[config.mk]
export PLATFORM = sky130hd
export DESIGN_NAME = uart_rx
export DESIGN_NICKNAME = d
export VERILOG_FILES = /design/src/rtl/uart_pkg.sv /design/src/rtl/rx_sync.sv /design/src/rtl/uart_rx.sv
export SDC_FILE = /design/constraint.sdc
export NUM_CORES = 1
export LEC_CHECK = 0
export CAP_MARGIN = 15
export CORE_UTILIZATION = 50
export DETAILED_ROUTE_END_ITERATION = 16
export GPL_ROUTABILITY_DRIVEN = 0
export HOLD_SLACK_MARGIN = 0.02
export PLACE_DENSITY_LB_ADDON = 0.15
export SYNTH_ARGS = -nofsm -noshare
export SYNTH_HDL_FRONTEND = slang
export SYNTH_SLANG_ARGS = --single-unit
export TNS_END_PERCENT = 30
[constraint.sdc]
create_clock -name clock -period 1.68 [get_ports clock]
set_input_delay 0.168 -clock clock [delete_from_list [all_inputs] [get_ports clock]]
set_output_delay 0.168 -clock clock [all_outputs]
set_load 0.02 [all_outputs]
[src/rtl/uart_pkg.sv]
// uart_pkg: constants shared by the UART receiver and transmitter.
//   state_t            : FSM state encoding (IDLE/START/DATA/PARITY/STOP, 3 bits)
//   OVERSAMPLE         : ticks per bit period
//   MID_TICK           : tick index of the mid start-bit sample
//   DEFAULT_DATA_BITS  : default data bits per frame
//   DEFAULT_SB_TICKS   : default ticks spent in the stop bit
package uart_pkg;

  typedef enum logic [2:0] {
    IDLE   = 3'd0,
    START  = 3'd1,
    DATA   = 3'd2,
    PARITY = 3'd3,
    STOP   = 3'd4
  } state_t;

  localparam int unsigned OVERSAMPLE        = 16;
  localparam int unsigned MID_TICK          = 7;
  localparam int unsigned DEFAULT_DATA_BITS = 8;
  localparam int unsigned DEFAULT_SB_TICKS  = 16;

endpackage

[src/rtl/rx_sync.sv]
// rx_sync: two-flop synchronizer for an asynchronous, idle-high line.
//   clock   in  system clock
//   reset_n in  asynchronous active-low reset; both flops reset to 1
//   d       in  asynchronous input
//   q       out synchronized output
module rx_sync (
  input  logic clock,
  input  logic reset_n,
  input  logic d,
  output logic q
);

  logic meta;

  always_ff @(posedge clock or negedge reset_n) begin
    if (!reset_n) begin
      meta <= 1'b1;
      q    <= 1'b1;
    end else begin
      meta <= d;
      q    <= meta;
    end
  end

endmodule

[src/rtl/uart_rx.sv]
// uart_rx: UART serial receiver with 16x oversampling.
//   clock        in  system clock
//   reset_n      in  asynchronous active-low reset
//   tick_in      in  oversampling strobe, 16 per bit period
//   rx_in        in  asynchronous serial line, idle high
//   dato_out     out last received word, held until the next frame completes
//   rx_done_tick out one-cycle pulse when dato_out/error flags update
//   frame_err    out stop bit sampled low on the last frame
//   parity_err   out parity mismatch on the last frame (UART_RX_PARITY_EN only)
// Macro UART_RX_PARITY_EN: expect one even-parity bit after the data bits.
module uart_rx
  import uart_pkg::*;
#(
  parameter int unsigned DATA_BITS = DEFAULT_DATA_BITS,
  parameter int unsigned SB_TICKS  = DEFAULT_SB_TICKS
) (
  input  logic                 clock,
  input  logic                 reset_n,
  input  logic                 tick_in,
  input  logic                 rx_in,
  output logic [DATA_BITS-1:0] dato_out,
  output logic                 rx_done_tick,
  output logic                 frame_err
`ifdef UART_RX_PARITY_EN
  ,
  output logic                 parity_err
`endif
);

  localparam int unsigned S_W = (SB_TICKS > OVERSAMPLE) ? $clog2(SB_TICKS) : $clog2(OVERSAMPLE);
  localparam int unsigned N_W = (DATA_BITS > 1) ? $clog2(DATA_BITS) : 1;

  logic                 rx_s;
  logic                 rx_prev;
  state_t               state_q, state_d;
  logic [S_W-1:0]       s_q, s_d;
  logic [N_W-1:0]       n_q, n_d;
  logic [DATA_BITS-1:0] b_q, b_d;
  logic [DATA_BITS-1:0] dato_d;
  logic                 done_d;
  logic                 ferr_d;
`ifdef UART_RX_PARITY_EN
  logic                 p_q, p_d;
  logic                 perr_d;
`endif

  rx_sync u_sync (
    .clock   (clock),
    .reset_n (reset_n),
    .d       (rx_in),
    .q       (rx_s)
  );

  always_comb begin
    state_d = state_q;
    s_d     = s_q;
    n_d     = n_q;
    b_d     = b_q;
    dato_d  = dato_out;
    done_d  = 1'b0;
    ferr_d  = frame_err;
`ifdef UART_RX_PARITY_EN
    p_d     = p_q;
    perr_d  = parity_err;
`endif
    case (state_q)
      // Edge detection runs every clock; only the counters wait for tick_in.
      IDLE: begin
        if (rx_prev && !rx_s) begin
          state_d = START;
          s_d     = '0;
        end
      end
      START: begin
        if (tick_in) begin
          if (s_q == S_W'(MID_TICK)) begin
            if (!rx_s) begin
              state_d = DATA;
              s_d     = '0;
              n_d     = '0;
            end else begin
              state_d = IDLE;
            end
          end else begin
            s_d = s_q + 1'b1;
          end
        end
      end
      DATA: begin
        if (tick_in) begin
          if (s_q == S_W'(OVERSAMPLE - 1)) begin
            s_d = '0;
            b_d = {rx_s, b_q[DATA_BITS-1:1]};
            if (n_q == N_W'(DATA_BITS - 1)) begin
`ifdef UART_RX_PARITY_EN
              state_d = PARITY;
`else
              state_d = STOP;
`endif
            end else begin
              n_d = n_q + 1'b1;
            end
          end else begin
            s_d = s_q + 1'b1;
          end
        end
      end
`ifdef UART_RX_PARITY_EN
      PARITY: begin
        if (tick_in) begin
          if (s_q == S_W'(OVERSAMPLE - 1)) begin
            s_d     = '0;
            p_d     = rx_s;
            state_d = STOP;
          end else begin
            s_d = s_q + 1'b1;
          end
        end
      end
`endif
      STOP: begin
        if (tick_in) begin
          if (s_q == S_W'(SB_TICKS - 1)) begin
            dato_d  = b_q;
            ferr_d  = ~rx_s;
`ifdef UART_RX_PARITY_EN
            perr_d  = (^b_q) ^ p_q;
`endif
            done_d  = 1'b1;
            state_d = IDLE;
          end else begin
            s_d = s_q + 1'b1;
          end
        end
      end
      default: state_d = IDLE;
    endcase
  end

  always_ff @(posedge clock or negedge reset_n) begin
    if (!reset_n) begin
      rx_prev      <= 1'b1;
      state_q      <= IDLE;
      s_q          <= '0;
      n_q          <= '0;
      b_q          <= '0;
      dato_out     <= '0;
      rx_done_tick <= 1'b0;
      frame_err    <= 1'b0;
`ifdef UART_RX_PARITY_EN
      p_q          <= 1'b0;
      parity_err   <= 1'b0;
`endif
    end else begin
      rx_prev      <= rx_s;
      state_q      <= state_d;
      s_q          <= s_d;
      n_q          <= n_d;
      b_q          <= b_d;
      dato_out     <= dato_d;
      rx_done_tick <= done_d;
      frame_err    <= ferr_d;
`ifdef UART_RX_PARITY_EN
      p_q          <= p_d;
      parity_err   <= perr_d;
`endif
    end
  end

endmodule

---- Word level (Yosys, flattened, before mapping) ----
Cells that the tools add are included.
word-level totals
  register bits after elaboration ......... 31
  bits of input ports ..................... 4
  output and inout port bits .............. 10
  word-level logic and storage cells ...... 70
cells by class
  add/sub/neg operators ................... 2
  equality and inequality tests ........... 18
  muxes and demuxes ....................... 29
  bitwise gates (word level) .............. 1
  reduce and logical (&&, ||, !) cells .... 10
operators with widths
  operator               count
  $mux W3                14
  $mux W4                8
  $ne A2 B2 Y1 const B   11
  $pmux W4 S4            1
  $reduce_and A7 Y1      2
  $pmux W3 S4            1
  $reduce_and A8 Y1      1
  $eq A3 B3 Y1 const B   2
  $pmux W3 S2            1
  $reduce_and A3 Y1      2
  $add A4 B1 Y4 const B  1
  $eq A4 B3 Y1 const B   1
  $eq A4 B4 Y1 const B   1
  $reduce_bool A4 Y1     1
  $add A3 B1 Y3 const B  1
  $eq A3 B1 Y1 const B   1
  $eq A3 B2 Y1 const B   1
  $logic_not A3 Y1       1
  $mux W1                3
  $ne A3 B3 Y1 const B   1
  $mux W2                1
  $reduce_bool A2 Y1     1
  $logic_and A1 B1 Y1    1
  $logic_not A1 Y1       1
  $not A1 Y1             1

---- Depth between registers and ports, before layout ----
Gate-level depths: netlist of the first run.
  depth in word-level cells ............... 5
  mapped depth ............................ 6
  mapped depth without buffers ............ 6

---- By module ----
Synthesis of the first run repeated with hierarchy kept, for this count alone.
unflattened totals
  cell total of the unflattened synthesis .. 114
  area, all modules ....................... 1490.2 µm²
modules (own cells, without submodules)
  module   times used  cells each  area each (µm²)  seq. area each (µm²)
  uart_rx  1           112         1437.6           726.9
  rx_sync  1           2           52.6             52.6

---- Least setup slack after synthesis of the first run ----
No wires, ideal clock.
  path type ............................... reg-to-reg
  from .................................... reg state_q[1]
  to ...................................... reg n_q[0]
  setup time .............................. 0.128 ns
  data arrival time ....................... 1.598 ns
  required time ........................... 1.552 ns
  setup slack ............................. -0.045 ns
  cell stages (with the launch flop) ...... 7
  path buffers ............................ 1
  clock period less this slack ............ 1.725 ns
  cell sequence ........................... dfrtp_1 buf_6 or3b_4 nor2_4 a21oi_2 nor3b_4 mux2_1
on the way
  word-level cells in the longest chain between the ends .. 3
  elaborated cells on any way between the ends .. 11
  those cells by class .................... 8 x eq/ne; 1 x mux; 2 x reduce/logical
ends and longest elaborated chain
  element                                                                     line            source
  start, declared                                                             uart_rx.sv:35   state_t state_q, state_d;
  start signal, assigned                                                      uart_rx.sv:156  state_q <= state_d;
  $eq A3 B1 Y1 / $eq A3 B2 Y1 (equally long branches)                         uart_rx.sv:66   case (state_q)
  $ne A2 B2 Y1 (no source line) / $reduce_bool A2 Y1 (equally long branches)  -
  $reduce_and A7 Y1 (no source line)                                          -
  end signal, assigned                                                        uart_rx.sv:158  n_q <= n_d;
  end, declared                                                               uart_rx.sv:37   logic [N_W-1:0] n_q, n_d;
Parallel ways exist; a longest one is shown, timed or not.
A chain may end at the register's enable or synchronous reset.

---- Final worst setup path of the first run ----
  from .................................... reg state_q[1]
  to ...................................... reg s_q[2]
on the way
  word-level cells in the longest chain between the ends .. 3
  elaborated cells on any way between the ends .. 13
  those cells by class .................... 9 x eq/ne; 1 x mux; 3 x reduce/logical
ends and longest elaborated chain
  element                                                      line            source
  $eq A3 B1 Y1, or another cell as far along                   uart_rx.sv:66
  $ne A3 B3 Y1 (no source line), or another cell as far along  -
  $reduce_and A7 Y1 (no source line)                           -
  end signal, assigned                                         uart_rx.sv:144  s_q <= '0;
  end signal, assigned                                         uart_rx.sv:157  s_q <= s_d;
  end, declared                                                uart_rx.sv:36   logic [S_W-1:0] s_q, s_d;
Parallel ways exist; a longest one is shown, timed or not.

==> results_dict.tcl, run 1 <==
set metrics [dict create \
    yosys_warnings 0 \
    fin_crit_ps 1757 \
    detailed_place_hpwl_um 1986 \
    cts_buffer_depth 2 \
    drt-total-wl_um 2727 \
    drt_iter0_markers 58 \
    synthFlopType "dfrtp_1" \
    avgSynthCellArea_um2 12.97 \
    yosys.cell_count.top_type "dfrtp_1" \
    path_clk_slew_ps 100 \
    clock-root-buffer "clkbuf_4" \
    fillers 209 \
    yosysSeqAreaShare_pct 54.13 \
    clock-sinks 31 \
    antennaDiodeCount 0 \
    setup_viol 16 \
    arrival_ps 1960 \
    netlist.area_leader.share_pct 48.65 \
    rsz0062_at_grt "yes" \
    ys_types 36 \
    wire_per_inst_um 14.74 \
    track_usage_pct 21.26 \
    synth_area_leaders "dfrtp_1, mux2_2, dfstp_2" \
    power_uw 2282 \
    drv_cap 0 \
    first_global_vias 1094 \
    die_w_um 55.67 \
    critPathCaptureType "register" \
    crit_path_cell_trace "buf_4 > a2111oi_2 > buf_4 > a211oi_4 > buf_4 > a21oi_1 > a21oi_1" \
    ios 14 \
    synth_common_cells "dfrtp_1, mux2_2, nand2_1" \
    synth.largest_area_cell "dfrtp_1" \
    async_reset_ff_share_pct 100.0 \
    cp_num_buf_inv 3 \
    required_ps 1880 \
    cp_num_cells 7 \
    cp_slowest_cell "dfrtp_1" \
    fin_crit_sh_pct 104.6 \
    final_max_slew_viol_count 0 \
    place.port_buffers 13 \
    ir_drop_uv 1314 \
    p_leak_uw 0.0008804 \
    viasPerCell 5.514 \
    crit_path_frequent_cell "buf_4" \
    antenna_found_initial 0 \
    placementRows 19 \
    fmax_mhz 569.2 \
    fp.dieH_um 55.67 \
    r2r_cells 7 \
    critical-path-top-delay-family "compound AO/OA/AOI/OAI gates" \
    whs_ps 214.1 \
    holdBufCountCts 0 \
    timing.final.ws_setup_ps -76.95 \
    area_growth_pct 32.67 \
    p_per_area_nw_per_um2 1194 \
    final_nets 160 \
    path_max_fanout 7 \
    hold_class "in2async" \
    route.detailed.drc 0 \
    cts_buffers 5 \
    grt_pass1_wl_um 4968 \
    syn_nets 118 \
    cpPeakStageDelay_ps 430 \
    instances_no_fill 185 \
    r2r-start "state_q[1]$_DFFE_PN0P_" \
    cts_tree "done" \
    rr_endpoint "s_q[2]$_DFFE_PN0P_" \
    final-hold-violation-count 0 \
    coreArea_um2 2734 \
    violations "negative setup slack" \
    path_class "reg2reg" \
    synth_edf_count 0 \
    via_count 1020 \
    status "finished, violations left" \
    htree_levels 2 \
    place_inst 176 \
    final.setup_skew_ps 14.92 \
    grt_max_degree 32 \
    clk_latency_ps 330 \
    start_util_pct 52.68 \
    dr.pass1.iters 4 \
    dieArea_um2 3099 \
    relSlewSlack_pct 74.31 \
    tightest_slew_ps 385.3 \
    worst_setup_path_start_kind "register" \
    synthCells 111 \
    gr-total-overflow 0 \
    ys_ff_latch 31 \
    synthesis.area_um2 1440 \
    drive_above_1_share_pct 48.05 \
    r2r_slack_ps -80 \
    ant_nets 0 \
]
[per-stage QoR]
stage	setup slack (ps)	area, um^2	util, %	TNS [ps]
final	-76.95	1911	69.89	-424.3
after global routing	-148.0	1911	69.89	-2217
after CTS	-70.34	1878	68.70	-527.2
after detailed placement	-81.47	1793	65.58	-1107
after global placement	-92.72	1793	65.58	-272.3
after floorplan	-25.73	1440	-	-109.2
[how the worst max path moves through the flow]
| stage | start | endpoint |
|---|---|---|
| 6_report | state_q[1]$_DFFE_PN0P_ | s_q[2]$_DFFE_PN0P_ |
| 5_1_grt | state_q[2]$_DFFE_PN0P_ | n_q[2]$_DFFE_PN0P_ |
| 4_1_cts | state_q[0]$_DFFE_PN0P_ | state_q[0]$_DFFE_PN0P_ |
| 3_5_place_dp | tick_in | state_q[0]$_DFFE_PN0P_ |
| 3_3_place_gp | rx_prev$_DFF_PN1_ | s_q[3]$_DFFE_PN0P_ |
| 2_1_floorplan | state_q[1]$_DFFE_PN0P_ | n_q[0]$_DFFE_PN0P_ |
[report_power, final]
group          switching, uW  internal [uW]  leakage [uW]
combinational            482            500      0.000436
clock                    251            161     0.0000282
sequential              64.5            823      0.000416
total                    798           1480      0.000880
[layer usage]
layer | share of wire [%] | GRT usage (%)
met5 | 0 | 0
met1 | 46 | 27.68
met2 | 47 | 31.84
met3 | 5.1 | 6.047
met4 | 1.9 | 12.14
[cell type report]
type                    instances  area [um^2]  share of cell area, %
flip-flops and latches         31        780.7                  40.86
multi-input cells              76        690.7                  36.15
repair buffers                 38        342.8                  17.94
clock buffers                   6        41.29                  2.161
well taps                      31        38.79                  2.030
clock inverters                 2        12.51                 0.6549
inverters                       1        3.754                 0.1965
[state kept, by name, summed over array words and instances, names as in the netlist]
name          cells
b_q               8
dato_out          8
s_q               4
n_q               3
state_q           3
frame_err         1
rx_done_tick      1
rx_prev           1
u_sync.meta       1
u_sync.q          1
[cell families after synthesis]
| kind of cell | Yosys count | share of synthesized area, % |
|---|---|---|
| simple gates | 33 | 14.42 |
| flops | 31 | 54.13 |
| mux | 23 | 17.90 |
| compound gates | 16 | 8.601 |
| buf+inv | 4 | 1.737 |
| fa+ha+maj | 3 | 2.607 |
| xor+xnor | 1 | 0.6083 |
[cell usage in the layout, fill, tap and decap left out, types with 2 or more instances in the layout]
cell,instances
mux2_1,3
nand2_2,2
and2_1,2
nor3b_1,2
o21ai_0,2
o211ai_1,2
dfstp_2,3
mux2_2,19
nor2_2,3
nor2_1,4
ha_1,2
clkdlybuf4s50_1,13
nor2_4,2
nand2_1,6
a21oi_1,3
buf_4,23
clkbuf_4,5
nand3_1,4
o31ai_1,2
buf_12,2
dfrtp_1,27
[repair_timing]
item	4_1_cts	5_1_grt
setup buffers	0	1
setup endpoints to repair	23	26
pin swaps	2	2
gates resized for setup	7	5
(Power assumes the default switching activity.)
==> inputs of run 2 (changes only) <==
--- a/config.mk
+++ b/config.mk
@@ -9,6 +9,7 @@
 export CORE_UTILIZATION = 50
 export DETAILED_ROUTE_END_ITERATION = 16
 export GPL_ROUTABILITY_DRIVEN = 0
+export GPL_TIMING_DRIVEN = 0
 export HOLD_SLACK_MARGIN = 0.02
 export PLACE_DENSITY_LB_ADDON = 0.15
 export SYNTH_ARGS = -nofsm -noshare
==> run 2 against run 1 <==
Net effect: the flow still finishes with violations (negative setup slack); clock skew shrank 5.5 ps; cell count shrank 3.2%; critical path depth grew 1; sequential power grew 0.5%; core utilization grew 2.2 points; non-clock buffer count shrank 6; register-to-register slack lost 30 ps; clock-buffer cell count is the same; worst hold slack gained 17 ps; worst setup slack lost 31 ps; cell area grew 3.1%.
==> results_dict.tcl, run 2 (synthesis results as in run 1) <==
set metrics [dict create \
    ir_drop_uv 1325 \
    final-hold-violation-count 0 \
    antenna_found_initial 0 \
    die_w_um 55.67 \
    dr.pass1.iters 4 \
    grt_max_degree 20 \
    rr_endpoint "state_q[1]$_DFFE_PN0P_" \
    ant_nets 0 \
    htree_levels 2 \
    viasPerCell 5.609 \
    post-route-util_pct 72.08 \
    hold_class "in2async" \
    final.setup_skew_ps 9.428 \
    ios 14 \
    drt_iter0_markers 22 \
    p_leak_uw 0.0008820 \
    worst_setup_path_start_kind "register" \
    track_usage_pct 21.34 \
    clock-sinks 31 \
    clk_latency_ps 340 \
    required_ps 1900 \
    path_clk_slew_ps 100 \
    area_growth_pct 36.84 \
    holdBufCountCts 0 \
    first_global_vias 1088 \
    arrival_ps 2010 \
    whs_ps 230.7 \
    route.detailed.drc 0 \
    final_nets 154 \
    drt-total-wl_um 2802 \
    fin_crit_sh_pct 106.4 \
    cts_buffers 5 \
    wire_per_inst_um 15.65 \
    via_count 1004 \
    cts_tree "done" \
    placementRows 19 \
    detailed_place_hpwl_um 1766 \
    clock-root-buffer "clkbuf_4" \
    drive_above_1_share_pct 50.00 \
    fin_crit_ps 1788 \
    final_max_slew_viol_count 0 \
    gr-total-overflow 0 \
    layout_common_cells "dfrtp_1, mux2_2, buf_4" \
    largestRegisters "b_q x8, dato_out x8, s_q x4" \
    path_class "reg2reg" \
    rsz0062_at_grt "yes" \
    setup_viol 17 \
    cts_buffer_depth 2 \
    r2r_slack_ps -110 \
    r2r-start "state_q[1]$_DFFE_PN0P_" \
    path_max_fanout 5 \
    drv_cap 0 \
    dieArea_um2 3099 \
    p_per_area_nw_per_um2 1248 \
    status "finished, violations left" \
    tightest_slew_ps 676.9 \
    place.port_buffers 13 \
    final_common_cell "dfrtp_1" \
    timing.final.ws_setup_ps -107.5 \
    antennaDiodeCount 0 \
    critPathCaptureType "register" \
    grt_pass1_wl_um 5037 \
    coreArea_um2 2734 \
    fmax_mhz 559.4 \
    relSlewSlack_pct 54.73 \
    r2r_cells 8 \
    final.setup.tns_ps -895.5 \
    start_util_pct 52.68 \
    violations "negative setup slack" \
    fp.dieH_um 55.67 \
]
[run 2: cell count changes in the layout (fill, tap and decap cells not counted), moves of 2 or more]
cell	delta
buf_4	-9
mux2_1	-3
mux2_2	-2
mux2_4	+5
[run 2: routing by layer]
metal,up-vias,wire length (um),track usage (%)
li1,479,-,-
met4,0,44,8.571
met3,6,109,7.209
met5,-,0,0
met2,16,1384,33.56
met1,503,1264,27.13
[run 2: worst max-delay path, cell delays in order (launching register included)]
cell,delay (ps)
dfrtp_1,380
buf_6,120
buf_4,150
nor2_2,160
o211ai_1,140
buf_4,160
buf_4,120
nand3_2,100
mux2_2,340
[run 2: area by class of cell]
| cell class | count | area [um^2] |
|---|---|---|
| multi-input cells | 76 | 772.0 |
| repair buffers | 29 | 295.3 |
| flip-flops and latches | 31 | 780.7 |
| clock inverters | 2 | 12.51 |
| clock buffers | 6 | 41.29 |
| well taps | 31 | 38.79 |
| plain buffers | 3 | 26.28 |
| inverters | 1 | 3.754 |
| fillers | 189 | 763.2 |
[run 2: report_power, final]
part           internal [uW]  switching, uW
clock network            161            254
registers                823           67.5
logic                    609            544
[run 2: timing repair]
action,CTS,global route
pin swaps,9,7
buffers inserted,10,5
endpoints found under the setup margin,26,26
gates resized for setup,17,11
[run 2: stage by stage]
step                worst slack (ps)  std cells  total power, uW  instance area [um^2]
global placement              -216.5        155             1522                  1609
global route                  -197.6        179             2613                  1971
floorplan                     -25.73        111             1413                  1440
CTS                           -106.3        174             2331                  1889
detailed placement            -265.2        156             1565                  1637
finish                        -107.5        179             2459                  1971
[run 2: how the worst max path moves through the flow]
| stage | startpoint | to | slack, ps | cells past startpoint |
|---|---|---|---|---|
| 2_1_floorplan | state_q[1]$_DFFE_PN0P_ | n_q[0]$_DFFE_PN0P_ | -30 | 6 |
| 3_3_place_gp | tick_in | state_q[0]$_DFFE_PN0P_ | -220 | 5 |
| 3_5_place_dp | tick_in | state_q[0]$_DFFE_PN0P_ | -270 | 5 |
| 4_1_cts | state_q[1]$_DFFE_PN0P_ | n_q[2]$_DFFE_PN0P_ | -110 | 6 |
| 5_1_grt | s_q[0]$_DFFE_PN0P_ | n_q[2]$_DFFE_PN0P_ | -200 | 6 |
| 6_report | state_q[1]$_DFFE_PN0P_ | state_q[1]$_DFFE_PN0P_ | -110 | 8 |
==> inputs of run 3 (changes only) <==
--- a/config.mk
+++ b/config.mk
@@ -6,7 +6,7 @@
 export NUM_CORES = 1
 export LEC_CHECK = 0
 export CAP_MARGIN = 15
-export CORE_UTILIZATION = 50
+export CORE_UTILIZATION = 45
 export DETAILED_ROUTE_END_ITERATION = 16
 export GPL_ROUTABILITY_DRIVEN = 0
 export GPL_TIMING_DRIVEN = 0
==> run 3 against run 2 <==
Net effect: clock-buffer cell count is 1 higher; sequential power hardly changed; critical path depth is 2 lower; largest power group unchanged; fmax is 1.9% lower; sequential share of layout area is 0.46 points higher; critical path type unchanged; critical endpoint unchanged; first-iteration DRC count is 140% higher; largest cell class unchanged; the run still ends with negative setup slack left; wire length is 0.93% lower; combinational power is 10% lower; clock power is 22% higher.
==> results_dict.tcl, run 3 (synthesis results as in run 1) <==
set metrics [dict create \
    ios 14 \
    holdBufCountCts 0 \
    final_common_cell "dfrtp_1" \
    grt_max_degree 20 \
    drive_above_1_share_pct 47.26 \
    clock-root-buffer "clkbuf_4" \
    rsz0062_at_grt "yes" \
    gr-total-overflow 0 \
    start_util_pct 47.17 \
    route.detailed.drc 0 \
    whs_ps 147.7 \
    first_global_vias 958 \
    layout_common_cells "dfrtp_1, mux2_2, buf_4, clkdlybuf4s50_1, mux2_4" \
    place.port_buffers 13 \
    worst_setup_path_start_kind "register" \
    via_count 1008 \
    p_per_area_nw_per_um2 1245 \
    fin_crit_ps 1822 \
    cts_buffers 5 \
    die_w_um 58.57 \
    final_max_slew_viol_count 0 \
    fin_crit_sh_pct 108.4 \
    use_met3_pct 7.033 \
    clk_latency_ps 330 \
    ant_nets 0 \
    violations "negative setup slack" \
    setup_viol 25 \
    path_clk_slew_ps 100 \
    power_uw 2425 \
    grt_use_met1_pct 21.47 \
    cpPeakStageDelay_ps 500 \
    pwr-share-comb_pct 42.3 \
    critPathCaptureType "register" \
    required_ps 1900 \
    ir_drop_uv 655.8 \
    cts_tree "done" \
    arrival_ps 2040 \
    clock-sinks 31 \
    largestRegisters "b_q x8, dato_out x8, s_q x4" \
    placed_cell_area_um2 1655 \
    crit_path_cell_trace "buf_6 > buf_4 > a2111oi_4 > nor2_1 > nand3_2 > mux2_2" \
    final_nets 152 \
    drt-total-wl_um 2776 \
    cts_buffer_depth 2 \
    fmax_mhz 548.9 \
    cp_slowest_cell "a2111oi_4" \
    clockPowerShare_pct 20.9 \
    antenna_found_initial 0 \
    drt_iter0_markers 52 \
    placementRows 20 \
    p_leak_uw 0.0008686 \
    internal_power_uw 1576 \
    swShare_pct 35.03 \
    htree_levels 2 \
    tightest_slew_ps 476.9 \
    post-route-util_pct 63.81 \
    p_sw_uw 849.3 \
    track_usage_pct 17.73 \
    hold_class "in2async" \
    area_growth_pct 35.27 \
    dr.pass1.iters 4 \
    timing.final.ws_setup_ps -141.9 \
    p_seq_share_pct 36.8 \
    antennaDiodeCount 0 \
    relSlewSlack_pct 68.20 \
    final-hold-violation-count 0 \
    coreArea_um2 3053 \
    wire_per_inst_um 14.61 \
    status "finished, violations left" \
    grt_pass1_wl_um 4388 \
    final.setup_skew_ps 9.171 \
    path_class "reg2reg" \
    fin_area_um2 1948 \
    critical-path-top-delay-family "compound AO/OA/AOI/OAI gates" \
    fp.dieH_um 58.57 \
    detailed_place_hpwl_um 1798 \
    cp_num_buf_inv 2 \
    drv_cap 0 \
    viasPerCell 5.305 \
    grt_use_met2_pct 28.90 \
    dieArea_um2 3430 \
    busiest_layer "met2" \
    path_max_fanout 7 \
]
## run 3: cell types whose count changed in the layout (fill, tap and decap cells not counted), sizes merged
cell    before  now
buf         18   16
clkbuf       7    8
clkinv       1    0
## run 3: metal layers
metal / wire length (um) / part of all wire [%]
met5: 0 / 0
met1: 1203 / 43
met4: 45 / 1.6
met3: 127 / 4.6
met2: 1400 / 50
## run 3: final timing paths
kind                                             start                endpoint  depth (start not counted)  slack, ps
min in group clock                               rx_in   u_sync.meta$_DFF_PN1_                          1        230
worst min-delay path                           reset_n      s_q[3]$_DFFE_PN0P_                          2        150
worst max register to register  state_q[1]$_DFFE_PN0P_  state_q[1]$_DFFE_PN0P_                          6       -140
worst max-delay path            state_q[1]$_DFFE_PN0P_  state_q[1]$_DFFE_PN0P_                          6       -140
worst min register to register   u_sync.meta$_DFF_PN1_      u_sync.q$_DFF_PN1_                          0        360
max in group asynchronous                      reset_n   u_sync.meta$_DFF_PN1_                          3       1130
## run 3: power groups by stage
stage	Combinational [uW]	Sequential [uW]	Clock, uW
6_report	1030	892	507
5_1_grt	1110	900	567
4_1_cts	776	883	525
3_5_place_dp	662	901	0
3_3_place_gp	628	895	0
2_1_floorplan	531	882	0
## run 3: area by class of cell
class	count	area [um^2]
tap	44	55.05
clock inverter	1	7.507
clock buffer	7	65.06
multi-input combinational	76	759.5
inverter	1	3.754
timing repair buffer	27	250.2
fill	249	1105
buffer	3	26.28
sequential	31	780.7
## run 3: per-stage QoR
step / cells / worst slack, ps / TNS [ps]
5_1_grt: 190 / -243.6 / -3600
4_1_cts: 185 / -140.4 / -1108
3_3_place_gp: 168 / -208.4 / -7772
3_5_place_dp: 170 / -241.4 / -4688
6_report: 190 / -141.9 / -1762
2_1_floorplan: 111 / -25.73 / -109.2
## run 3: what timing repair did
item / CTS / global route
endpoints found under the hold margin: 0 / 0
resized for setup: 9 / 19
setup endpoints to repair: 24 / 25
pin swaps: 4 / 7
setup buffers: 7 / 5
==> patch, RTL diff (flow settings as in run 1) <==
Add a define of `UART_RX_PARITY_EN`.
--- a/src/rtl/uart_rx.sv
+++ b/src/rtl/uart_rx.sv
@@ -8,6 +8,8 @@
 //   frame_err    out stop bit sampled low on the last frame
 //   parity_err   out parity mismatch on the last frame (UART_RX_PARITY_EN only)
 // Macro UART_RX_PARITY_EN: expect one even-parity bit after the data bits.
+`define UART_RX_PARITY_EN
+
 module uart_rx
   import uart_pkg::*;
 #(
Formal check against the unedited RTL (old outputs only; new: parity_err): no difference found for any inputs over 10 cycles, from zero or initial values and one cycle with reset_n low; that may be too few to reach the edited logic, so the function may still have changed.
==> patch against run 1 <==
  * Total power fell by 17%
  * Design area rose by 6.7%
  * Worst setup slack improved by 79 ps
  * Sequential cell count rose by 2
  * Die area rose by 9.7%
  * Wire length rose by 5.5%
  * Fmax rose by 4.7%
  * Area after synthesis rose by 10%
  * Cell count rose by 16%
==> patch: results (changes against run 1) <==
Drt
  • Avg Vias per Cell: 5.06 (-8.2%)
  • Routed metal-1 wire length: 1370 um (+9.3%)
  • Detailed-routed wire length on met3: 117 um (-15%)
  • Total wire length after detailed routing: 2880 um (+5.5%)

Layout
  • Layout clock buffers: 7 (+1)
  • Number of multi-input logic gates: 87 (+14%)
  • Area occupied by multi-input gates: 738 um2 (+6.9%)
  • Buffering overhead: 16.5% (-1.4 points)
  • Area fraction of clock buffers and clock inverters: 3.07% (+0.25 points)
  • Nets@finish: 176 (+10%)
  • Number of non-clock inverters in the layout: 4 (+3)
  • Proportion of layout cells with a drive suffix above 1: 41.2% (-6.9 points)
  • Number of inserted filler cells in the final layout: 233 (+11%)

Synth
  • Top post-synthesis cells by area: sky130_fd_sc_hd__dfrtp_1 47%, sky130_fd_sc_hd__mux2_2 14%, sky130_fd_sc_hd__dfstp_2 5.0%
  • Post-synthesis sequential area ratio: 52.3% (-1.8 points)
  • Cells after Synth: 128 (+15%)
  • Syn Area/Cell: 12.4 um2 (-4.5%)
  • Synth top cells by count: 30 x sky130_fd_sc_hd__dfrtp_1, 20 x sky130_fd_sc_hd__mux2_2, 7 x sky130_fd_sc_hd__nand2_1, 7 x sky130_fd_sc_hd__xnor2_1

GRT
  • Largest net degree at the start of global routing: 34 (+6.3%)
  • Vias in the first global route: 1141 (+4.3%)
  • M1 GR Usage: 24.8% (-2.9 points)
  • Met3 Usage GRT: 5.27% (-0.77 points)
  • GRT Util Overall: 20.5% (-0.78 points)
  • Global-route wire length before repair: 5060 um (+1.8%)

STA
  • Relative max-transition margin: 72.2% (-2.1 points)
  • Skew final: 10.1 ps (-4.80 ps)

Placed design
  • Cell area reported after detailed placement: 1910 um2 (+6.8%)
  • Total of buffers placed on input and output ports: 14 (+1)
  • Worst-case setup slack after placement: -78.5 ps (+2.97 ps)
  • Cells after DPL: 202 (+15%)

Pwr
  • Internal power: 1.33 mW (-10%)
  • Static Leak: 0.937 nW (+6.5%)
  • Pwr per Cell Area: 933 nW/um2 (-22%)
  • Reported net switching power: 0.569 mW (-29%)
  • Clk power: 0.478 mW (+16%)
  • Comb. pwr: 0.524 mW (-47%)

Clock network
  • Clk_lat worst skew: 350 ps (+20 ps)
  • Quantity of gates resized following cts: 6 (-1)

Worst setup path
  • CP delay by family, top: simple AND/OR/NAND/NOR gates
  • Critical Path Fanout Max: 5 (-2)
  • CP Data Arrival Time: 1940 ps (-20 ps)
  • Max stage delay cell, worst path: sky130_fd_sc_hd__or3b_4

Run status
  • Status: complete, no violations
[patch: path summary, 6_finish.rpt]
path	startpoint	to	slack, ps	depth (start not counted)
max	state_q[1]$_DFFE_PN0P_	s_q[3]$_DFFE_PN0P_	2	5
min	reset_n	b_q[2]$_DFFE_PN0P_	210	2
max reg2reg	state_q[1]$_DFFE_PN0P_	s_q[3]$_DFFE_PN0P_	2	5
min reg2reg	u_sync.meta$_DFF_PN1_	u_sync.q$_DFF_PN1_	360	0
max in group asynchronous	reset_n	rx_prev$_DFF_PN1_	1130	2
min in group clock	rx_in	u_sync.meta$_DFF_PN1_	230	1
[patch: kinds of logic (layout without fill, tap and decap cells)]
family / Yosys count / in the layout / synth area share [%]
buf+inv: 8 / 50 / 2.76
flops: 33 / 33 / 52.3
mux: 20 / 20 / 14.2
simple gates: 32 / 32 / 12.3
fa+ha+maj: 3 / 3 / 2.37
xor+xnor: 9 / 9 / 4.97
compound gates: 23 / 23 / 11.1
